`src/rtl/alu_button_sequencer_pkg.sv`:
```
// Shared opcode constants and sequencer state encoding for the button-driven ALU front end.
package alu_pkg;

  localparam int unsigned NB_OP_DEF = 6;

  localparam logic [5:0] OP_ADD = 6'b100000;
  localparam logic [5:0] OP_SUB = 6'b100010;
  localparam logic [5:0] OP_AND = 6'b100100;
  localparam logic [5:0] OP_OR  = 6'b100101;
  localparam logic [5:0] OP_XOR = 6'b100110;
  localparam logic [5:0] OP_NOR = 6'b100111;
  localparam logic [5:0] OP_SRL = 6'b000010;
  localparam logic [5:0] OP_SRA = 6'b000011;

  // Encoding is visible on the debug LEDs, so values are fixed.
  typedef enum logic [2:0] {
    ST_WAIT_A   = 3'd0,
    ST_WAIT_B   = 3'd1,
    ST_WAIT_OPR = 3'd2,
    ST_COMPUTE  = 3'd3,
    ST_SHOW     = 3'd4
  } state_e;

endpackage

```
`src/rtl/alu_button_sequencer_if.sv`:
```
// Board-side bundle: switches and raw buttons in, result LEDs and status out.
interface alu_button_sequencer_if #(
  parameter int unsigned NB_DATA = 8,
  parameter int unsigned NB_OUT  = 16
);
  logic [NB_DATA-1:0] i_switches;
  logic               i_btn_op1;
  logic               i_btn_op2;
  logic               i_btn_opr;
  logic [NB_OUT-1:0]  o_leds;
  logic               o_valid;
  logic               o_zero;
  logic               o_ovf;
  logic               o_err;
  logic [2:0]         o_state;

  modport master (
    output i_switches, i_btn_op1, i_btn_op2, i_btn_opr,
    input  o_leds, o_valid, o_zero, o_ovf, o_err, o_state
  );

  modport slave (
    input  i_switches, i_btn_op1, i_btn_op2, i_btn_opr,
    output o_leds, o_valid, o_zero, o_ovf, o_err, o_state
  );
endinterface

```
`src/rtl/alu_button_sequencer_btn_conditioner.sv`:
```
// Raw push-button to single-cycle press pulse: 2-FF synchroniser, stability debounce, rising edge.
module btn_conditioner #(
  parameter int unsigned DEBOUNCE_CYCLES = 1000
) (
  input  logic clk_i,
  input  logic rst_ni,
  input  logic btn_i,
  output logic pulse_o
);
  localparam int unsigned CW = $clog2(DEBOUNCE_CYCLES);

  logic          sync1_q, sync2_q;
  logic          db_q, db_d, db_prev_q;
  logic [CW-1:0] cnt_q, cnt_d;

  // Counter measures how long the synced level has disagreed with the accepted level;
  // any return to agreement restarts it, so glitches never accumulate.
  always_comb begin
    cnt_d = '0;
    db_d  = db_q;
    if (sync2_q != db_q) begin
      if (cnt_q == CW'(DEBOUNCE_CYCLES - 1)) begin
        db_d = sync2_q;
      end else begin
        cnt_d = cnt_q + CW'(1);
      end
    end
  end

  always_ff @(posedge clk_i) begin
    if (!rst_ni) begin
      sync1_q   <= 1'b0;
      sync2_q   <= 1'b0;
      db_q      <= 1'b0;
      db_prev_q <= 1'b0;
      cnt_q     <= '0;
    end else begin
      sync1_q   <= btn_i;
      sync2_q   <= sync1_q;
      db_q      <= db_d;
      db_prev_q <= db_q;
      cnt_q     <= cnt_d;
    end
  end

  assign pulse_o = db_q & ~db_prev_q;
endmodule

```
`src/rtl/alu_button_sequencer.sv`:
```
// Button-sequenced ALU front end: latches operands/opcode from switches, shows registered result.
module alu_button_sequencer
  import alu_pkg::*;
#(
  parameter int unsigned NB_DATA         = 8,
  parameter int unsigned NB_OP           = NB_OP_DEF,
  parameter int unsigned NB_OUT          = 16,
  parameter int unsigned DEBOUNCE_CYCLES = 1000,
  parameter int unsigned ORDERED         = 1
) (
  input  logic                  clk,
  input  logic                  i_reset,
  alu_button_sequencer_if.slave bus
);
  logic p_op1, p_op2, p_opr;

  btn_conditioner #(.DEBOUNCE_CYCLES(DEBOUNCE_CYCLES)) u_btn_op1 (
    .clk_i(clk), .rst_ni(i_reset), .btn_i(bus.i_btn_op1), .pulse_o(p_op1));
  btn_conditioner #(.DEBOUNCE_CYCLES(DEBOUNCE_CYCLES)) u_btn_op2 (
    .clk_i(clk), .rst_ni(i_reset), .btn_i(bus.i_btn_op2), .pulse_o(p_op2));
  btn_conditioner #(.DEBOUNCE_CYCLES(DEBOUNCE_CYCLES)) u_btn_opr (
    .clk_i(clk), .rst_ni(i_reset), .btn_i(bus.i_btn_opr), .pulse_o(p_opr));

  state_e             state_q, state_d;
  logic               ld_a, ld_b, ld_op;
  logic [NB_DATA-1:0] a_q, b_q;
  logic [NB_OP-1:0]   op_q;
  logic               a_seen_q, b_seen_q, op_seen_q;
  logic [NB_OUT-1:0]  leds_q;
  logic               zero_q, ovf_q, err_q;

  always_comb begin
    state_d = state_q;
    ld_a    = 1'b0;
    ld_b    = 1'b0;
    ld_op   = 1'b0;
    if (ORDERED != 0) begin
      case (state_q)
        ST_WAIT_A:   if (p_op1) begin ld_a = 1'b1; state_d = ST_WAIT_B; end
        ST_WAIT_B:   if (p_op2) begin ld_b = 1'b1; state_d = ST_WAIT_OPR; end
        ST_WAIT_OPR: if (p_opr) begin ld_op = 1'b1; state_d = ST_COMPUTE; end
        ST_COMPUTE:  state_d = ST_SHOW;
        ST_SHOW: begin
          if (p_op1) begin
            ld_a = 1'b1; state_d = ST_WAIT_B;
          end else if (p_op2) begin
            ld_b = 1'b1; state_d = ST_WAIT_OPR;
          end else if (p_opr) begin
            ld_op = 1'b1; state_d = ST_COMPUTE;
          end
        end
        default: state_d = ST_WAIT_A;
      endcase
    end else begin
      // Free entry: SHOW lags the last first-time load by one cycle, lining up with the result register.
      ld_a    = p_op1;
      ld_b    = p_op2;
      ld_op   = p_opr;
      state_d = (a_seen_q & b_seen_q & op_seen_q) ? ST_SHOW : ST_WAIT_A;
    end
  end

  logic [NB_DATA:0]   wide;
  logic [NB_DATA-1:0] lg;
  logic [NB_OUT-1:0]  res;
  logic               arith, unk, ovf;

  always_comb begin
    wide  = '0;
    lg    = '0;
    res   = '0;
    arith = 1'b0;
    unk   = 1'b0;
    ovf   = 1'b0;
    case (op_q)
      NB_OP'(OP_ADD): begin arith = 1'b1; wide = {a_q[NB_DATA-1], a_q} + {b_q[NB_DATA-1], b_q}; end
      NB_OP'(OP_SUB): begin arith = 1'b1; wide = {a_q[NB_DATA-1], a_q} - {b_q[NB_DATA-1], b_q}; end
      NB_OP'(OP_AND): lg = a_q & b_q;
      NB_OP'(OP_OR):  lg = a_q | b_q;
      NB_OP'(OP_XOR): lg = a_q ^ b_q;
      NB_OP'(OP_NOR): lg = ~(a_q | b_q);
      NB_OP'(OP_SRL): lg = b_q >> a_q[2:0];
      NB_OP'(OP_SRA): lg = $signed(b_q) >>> a_q[2:0];
      default:        unk = 1'b1;
    endcase
    if (arith) begin
      res = NB_OUT'($signed(wide));
      ovf = wide[NB_DATA] ^ wide[NB_DATA-1];
    end else if (!unk) begin
      res = NB_OUT'($signed(lg));
    end
  end

  always_ff @(posedge clk) begin
    if (!i_reset) begin
      state_q   <= ST_WAIT_A;
      a_q       <= '0;
      b_q       <= '0;
      op_q      <= '0;
      a_seen_q  <= 1'b0;
      b_seen_q  <= 1'b0;
      op_seen_q <= 1'b0;
      leds_q    <= '0;
      zero_q    <= 1'b0;
      ovf_q     <= 1'b0;
      err_q     <= 1'b0;
    end else begin
      state_q <= state_d;
      if (ld_a)  a_q  <= bus.i_switches;
      if (ld_b)  b_q  <= bus.i_switches;
      if (ld_op) op_q <= bus.i_switches[NB_OP-1:0];
      a_seen_q  <= a_seen_q | ld_a;
      b_seen_q  <= b_seen_q | ld_b;
      op_seen_q <= op_seen_q | ld_op;
      leds_q    <= res;
      zero_q    <= ~unk & (res == '0);
      ovf_q     <= ovf;
      // The cleared opcode register is not a user choice, so it never raises an error.
      err_q     <= op_seen_q & unk;
    end
  end

  assign bus.o_leds  = leds_q;
  assign bus.o_valid = (state_q == ST_SHOW);
  assign bus.o_zero  = zero_q & bus.o_valid;
  assign bus.o_ovf   = ovf_q;
  assign bus.o_err   = err_q;
  assign bus.o_state = state_q;
endmodule

```
`src/flat_wrapper.sv`:
```
// flat-port wrapper written by rule: the top's interface ports become plain ports
module alu_button_sequencer_flat import alu_pkg::*;
#(
  parameter int unsigned NB_DATA         = 8,
  parameter int unsigned NB_OP           = NB_OP_DEF,
  parameter int unsigned NB_OUT          = 16,
  parameter int unsigned DEBOUNCE_CYCLES = 1000,
  parameter int unsigned ORDERED         = 1
)
  (clk, i_reset, bus_i_switches, bus_i_btn_op1, bus_i_btn_op2, bus_i_btn_opr, bus_o_leds, bus_o_valid, bus_o_zero, bus_o_ovf, bus_o_err, bus_o_state);
  alu_button_sequencer_if #(.NB_DATA(NB_DATA), .NB_OUT(NB_OUT)) bus_i ();
  input  logic clk;
  input  logic i_reset;
  input wire logic [$bits(bus_i.i_switches)-1:0] bus_i_switches;
  input wire logic [$bits(bus_i.i_btn_op1)-1:0] bus_i_btn_op1;
  input wire logic [$bits(bus_i.i_btn_op2)-1:0] bus_i_btn_op2;
  input wire logic [$bits(bus_i.i_btn_opr)-1:0] bus_i_btn_opr;
  output wire logic [$bits(bus_i.o_leds)-1:0] bus_o_leds;
  output wire logic [$bits(bus_i.o_valid)-1:0] bus_o_valid;
  output wire logic [$bits(bus_i.o_zero)-1:0] bus_o_zero;
  output wire logic [$bits(bus_i.o_ovf)-1:0] bus_o_ovf;
  output wire logic [$bits(bus_i.o_err)-1:0] bus_o_err;
  output wire logic [$bits(bus_i.o_state)-1:0] bus_o_state;
  assign bus_i.i_switches = bus_i_switches;
  assign bus_i.i_btn_op1 = bus_i_btn_op1;
  assign bus_i.i_btn_op2 = bus_i_btn_op2;
  assign bus_i.i_btn_opr = bus_i_btn_opr;
  assign bus_o_leds = bus_i.o_leds;
  assign bus_o_valid = bus_i.o_valid;
  assign bus_o_zero = bus_i.o_zero;
  assign bus_o_ovf = bus_i.o_ovf;
  assign bus_o_err = bus_i.o_err;
  assign bus_o_state = bus_i.o_state;
  alu_button_sequencer #(.NB_DATA(NB_DATA), .NB_OP(NB_OP), .NB_OUT(NB_OUT), .DEBOUNCE_CYCLES(DEBOUNCE_CYCLES), .ORDERED(ORDERED)) u_core (.clk(clk), .i_reset(i_reset), .bus(bus_i));
endmodule
```
`config.mk`:
```
export PLATFORM = sky130hd
export DESIGN_NAME = alu_button_sequencer_flat
export DESIGN_NICKNAME = d
export VERILOG_FILES = /design/src/rtl/alu_button_sequencer_pkg.sv /design/src/rtl/alu_button_sequencer_if.sv /design/src/rtl/alu_button_sequencer_btn_conditioner.sv /design/src/rtl/alu_button_sequencer.sv /design/src/flat_wrapper.sv
export SDC_FILE = /design/constraint.sdc
export NUM_CORES = 1
export LEC_CHECK = 0
export CAP_MARGIN = 10
export CORE_MARGIN = 2
export CORE_UTILIZATION = 45
export CTS_CLUSTER_SIZE = 25
export DETAILED_ROUTE_END_ITERATION = 8
export PLACE_DENSITY = 0.65
export SLEW_MARGIN = 40
export SYNTH_ARGS = -nofsm -noshare
export SYNTH_HDL_FRONTEND = slang
export SYNTH_SLANG_ARGS = --single-unit
```
`constraint.sdc`:
```
create_clock -name clk -period 4.8 [get_ports clk]
set_input_delay 0.72 -clock clk [delete_from_list [all_inputs] [get_ports clk]]
set_output_delay 0.72 -clock clk [all_outputs]
set_load 0.02 [all_outputs]
```
* Word level (Yosys, flattened, before mapping)
Cells that the tools add are included.
Word-level totals: register bits after elaboration 87, latch bits 0, RAM bits 0, ROM bits 0, bits of input ports 13, output and inout port bits 23, word-level logic and storage cells 104, memories kept 0
Cells by class: add/sub/neg operators 5, multipliers 0, div/mod/pow operators 0, magnitude comparators 0, eq/ne operators 20, shift-type cells 2, mux-type cells 21, bitwise gates (word level) 19, reductions and logical operators 13
Operator list (number):
- $pmux 8 s6 | 1
- $eq 6x6->1 const B | 6
- $mux 16 | 2
- $add 10x1->10 const B | 3
- $eq 10x10->1 const B | 3
- $pmux 9 s2 | 1
- $logic_not 16->1 | 1
- $mux 3 | 5
- $pmux 3 s5 | 1
- $eq 6x2->1 const B | 2
- $reduce_and 2->1 | 5
- $add 8x8->9 | 1
- $mux 1 | 9
- $reduce_or 3->1 | 3
- $sub 8x8->9 | 1
- $and 8x8->8 | 1
- $not 8->8 | 1
- $or 8x8->8 | 1
- $reduce_or 8->1 | 1
- $shr 8x3->8 | 1
- $sshr 8x3->8 | 1
- $xor 8x8->8 | 1
- $not 1->1 | 7
- $and 1x1->1 | 6
- other kinds (10) | 16

* Logic depth before layout (Yosys ltp)
word-level depth 7, depth in mapped cells 15, depth with buffers taken out 15

* Modules after synthesis
Synthesis repeated with hierarchy kept, for this count alone.
Second synthesis, totals: cell total of the unflattened synthesis 541, area total of the unflattened synthesis 4794.6 µm²
Modules (own cells, without submodules):
- alu_button_sequencer | times used 1, cells an instance 367, area each 3045.4 µm², seq. area each 760.7 µm²
- btn_conditioner | times used 3, cells an instance 58, area each 583.1 µm², seq. area each 280.3 µm²

* Worst setup path after synthesis
No wires, ideal clock.
path kind register to register, start reg u_core.op_q[3], end reg u_core.zero_q, setup time 0.061 ns, arrival 3.112 ns, required time 4.739 ns, path slack 1.628 ns, cell stages (with the launch flop) 15, buffers on the path 0, clock period less this slack 3.172 ns, cells stage by stage dfxtp_1 -> nor2_1 -> nand2_1 -> nor3_1 -> nand2_1 -> o21ai_1 -> inv_1 -> ha_1 -> nor2b_1 -> o21ai_0 -> o21ai_0 -> mux2_2 -> and3_1 -> nor2_1 -> and4_1
On the way: longest elaborated chain between the ends 6, elaborated cells on any way between the ends 17, classes of those cells eq/ne: 8; mux: 5; bitwise: 1; reduce/logical: 3
Ends and longest elaborated chain:
- start: declaration | line alu_button_sequencer.sv:27 | logic [NB_OP-1:0] op_q;
- start signal: assignment | line alu_button_sequencer.sv:111 | if (ld_op) op_q <= bus.i_switches[NB_OP-1:0];
- $eq 6x2->1 / $eq 6x6->1 (equally long branches) | line alu_button_sequencer.sv:75 | case (op_q)
- $pmux 8 s6 (tied with other cells) | line alu_button_sequencer.sv:75
- $mux 16 / $mux 1 (equally long branches) | line alu_button_sequencer.sv:89, alu_button_sequencer.sv:75
- $mux 16 | line alu_button_sequencer.sv:86 | if (arith) begin
- $logic_not 16->1 | line alu_button_sequencer.sv:116 | zero_q <= ~unk & (res == '0);
- $and 1x1->1 (*) | line alu_button_sequencer.sv:116
- end signal: assignment | line alu_button_sequencer.sv:116
- end: declaration | line alu_button_sequencer.sv:30 | logic zero_q, ovf_q, err_q;
Mark *: on every way between the ends. The rest lies on a longest branch, timed or not. A chain may end at the register's enable or synchronous reset.

* Worst setup path after layout
Same ends and word-level chain as after synthesis.

==> flow_summary.toml <==
[status]
status = "finished, final reports clean"

[pwr]
swShare_pct = 22.13
seqPwrFrac_pct = 56.5
irDropWorstVdd_uv = 114.3
finalPower_mw = 1.182
intPower_uw = 920.7
p_per_area_nw_per_um2 = 229.1
p_leak_nw = 1.958
p_sw_uw = 261.6
power_frac_comb_pct = 2.2
clockPowerShare_pct = 41.4

[critical_path]
cpMaxStageDelayCell = "nor3_2"
slowest_delay_ns = 0.44
critPathBufInv = 1
cp.required_ns = 5.09
crit_type = "reg -> reg"
cp.arrival_ns = 3.80
cp_cell_sequence = "nor2_1 -> nand2_1 -> nor3_2 -> nand2_1 -> o21ai_1 -> inv_1 -> ha_1 -> nor2b_1 -> o21ai_0 -> o21ai_0 -> xnor2_1 -> o221ai_1 -> nor4_1 -> and4_1"
critPathLaunchType = "register"
crit_family = "simple AND/OR/NAND/NOR gates"
path_max_fanout = 8
r2r_slack_ns = 1.30
crit_path_end_kind = "register"

[cts]
numCtsBuffers = 9
htree_levels = 3
clockBufferDepth = 2
root_buffer = "clkbuf_8"
cts_hold_buf = 0
postCtsSetupRepairBufs = 0
cts_resized = 0
clock-sinks = 80
clk_pin_slew_ns = 0.08
insertion_delay_ns = 0.35
cts_tree = "built"

[logic_synthesis]
synth_top_flop_cell = "dfxtp_1"
ys_ff_latch = 80
synth_compound_area_share_pct = 12.22
synthesis.area_sq_um = 4567
syn_nets = 585
synth-edff-count = 0
synth.top_cell.area_share_pct = 35.07
synth_area_per_cell_sq_um = 8.410
yosys-mux-area-fraction_pct = 7.945
syn_inst = 543
yosysWarnings = 0
synth-xor-area-share_pct = 8.630
yosysTopAreaCell = "dfxtp_1"
synth_top_family_by_area = "simple AND/OR/NAND/NOR gates"
async_flop_share_pct = 0
synthTopCellsByCount = "80 x dfxtp_1, 74 x nor2_1, 51 x nand2_1"
ys_top_cells_by_area = "dfxtp_1 35%, ha_1 7.7%, nor2_1 6.1%"
synth-seq-area-share_pct = 35.07
synthSimpleGateAreaFrac_pct = 22.47
post-synth-top-count-cell = "dfxtp_1"
yosysUniqueCellTypes = 55
synth_fa_ha_area_share_pct = 8.110

[floorplan]
io_pins = 36
rows = 36
die-area_sq_um = 10970
core_area_sq_um = 9819
die_w_um = 104.7
die_h_um = 104.7
start_util_pct = 46.51

[finish]
area_growth_pct = 12.99
drive_gt1_share_pct = 4.930
n_antenna_cell = 0
fin_util_pct = 52.55
final_cells = 701
final_cell_area_sq_um = 5160
nNetsFinal = 605

[sta]
whs_ns = 0.4389
fin_crit_sh_pct = 72.95
fin_skew_ns = 0.006977
rsz0062_at_grt = "false"
hold_violations = 0
timing.final.ws_setup_ns = 1.298
setup_violations = 0
fin_crit_ns = 3.502
finalSetupTns_ns = 0
final_max_slew_viol_count = 0
relSlewSlack_pct = 50.41
max_freq_mhz = 285.6
tightest_slew_ns = 0.7420

[min_path]
hold_class = "reg -> reg"

[route]
wl_per_cell_um = 14.52
first_pass_iters = 5
final_antenna_net_count = 0
drt_iter0_drc = 179
post-route-drc-count = 0
route.vias.total = 3816
drt-vias-per-instance = 5.444
wirelength_mm = 10.18

[grt]
grt_max_degree = 36
antenna_found_initial = 0
grt_util_all_layers_pct = 19.37
grt-ovfl-total = 0
grt_pass1_vias = 3613
grt_pass1_wl_mm = 17.33

[place]
place_congestion = 0.9775
preCtsSetupSlack_ns = 1.031
post-place-cells = 685
hpwl_mm = 7.462
port_buffers = 35
placed_area_sq_um = 4959

[run]
drv_cap = 0
==> power groups by stage <==
stage	logic, mW	clock network, mW	registers (mW)
after floorplan	0.0104	0	0.683
after global placement	0.0258	0	0.683
after detailed placement	0.0260	0	0.683
after CTS	0.0261	0.505	0.668
after global routing	0.0287	0.534	0.668
final	0.0256	0.489	0.668
==> path summary, 6_finish.rpt <==
check,cells past startpoint,startpoint,endpoint
worst min-delay path,1,u_core.u_btn_op1.cnt_q[0]$_SDFF_PP0_,u_core.u_btn_op1.cnt_q[0]$_SDFF_PP0_
worst min register to register,1,u_core.u_btn_op1.cnt_q[0]$_SDFF_PP0_,u_core.u_btn_op1.cnt_q[0]$_SDFF_PP0_
worst max register to register,14,u_core.op_q[3]$_SDFFE_PN0P_,u_core.zero_q$_SDFF_PN0_
worst max-delay path,14,u_core.op_q[3]$_SDFFE_PN0P_,u_core.zero_q$_SDFF_PN0_
==> routing by layer <==
layer / track usage (%) / vias up / part of all wire [%]
li1: - / 1898 / -
met3: 3.930 / 14 / 5.5
met1: 27.50 / 1776 / 48
met4: 6.762 / 0 / 1.5
met5: 0 / - / 0
met2: 29.17 / 128 / 45
==> flip-flops by register name (all words and copies together), names as in the netlist <==
name / flops
u_core.a_q: 8
u_core.b_q: 8
u_core.bus.o_err: 1
u_core.bus.o_leds: 9
u_core.bus.o_ovf: 1
u_core.bus.o_state: 3
u_core.op_q: 6
u_core.op_seen_q: 1
u_core.u_btn_op1.cnt_q: 10
u_core.u_btn_op1.db_prev_q: 1
u_core.u_btn_op1.db_q: 1
u_core.u_btn_op1.sync1_q: 1
u_core.u_btn_op1.sync2_q: 1
u_core.u_btn_op2.cnt_q: 10
u_core.u_btn_op2.db_prev_q: 1
u_core.u_btn_op2.db_q: 1
u_core.u_btn_op2.sync1_q: 1
u_core.u_btn_op2.sync2_q: 1
u_core.u_btn_opr.cnt_q: 10
u_core.u_btn_opr.db_prev_q: 1
u_core.u_btn_opr.db_q: 1
u_core.u_btn_opr.sync1_q: 1
u_core.u_btn_opr.sync2_q: 1
u_core.zero_q: 1
==> placed cells by master, fill, tap and decap left out, types with 8 or more instances in the layout <==
master and instances:
inv_1 24, clkdlybuf4s50_1 35, nand2_1 51, dfxtp_1 80, ha_1 28, nor3_1 8
and2_1 16, nor2b_1 11, nor2_1 74, o21ai_0 18, xor2_1 16, nand3_1 18
clkbuf_8 9, mux2i_1 22, xnor2_1 29, a21oi_1 31
==> logic make-up (layout without fill, tap and decap cells) <==
logic type / Yosys count / count (layout)
fa+ha+maj: 29 / 29
compound gates: 87 / 87
flops: 80 / 80
mux: 30 / 30
xor+xnor: 45 / 45
buf+inv: 55 / 80
simple gates: 217 / 217
==> cell type report <==
| class | count | area (sq um) |
|---|---|---|
| sequential | 80 | 1602 |
| clock buffer | 10 | 127.6 |
| clock inverter | 6 | 67.56 |
| multi-input combinational | 408 | 2723 |
| timing repair buffer | 39 | 380.4 |
| fill | 975 | 4659 |
| tap | 133 | 166.4 |
| inverter | 25 | 93.84 |
(Power assumes the default switching activity.)
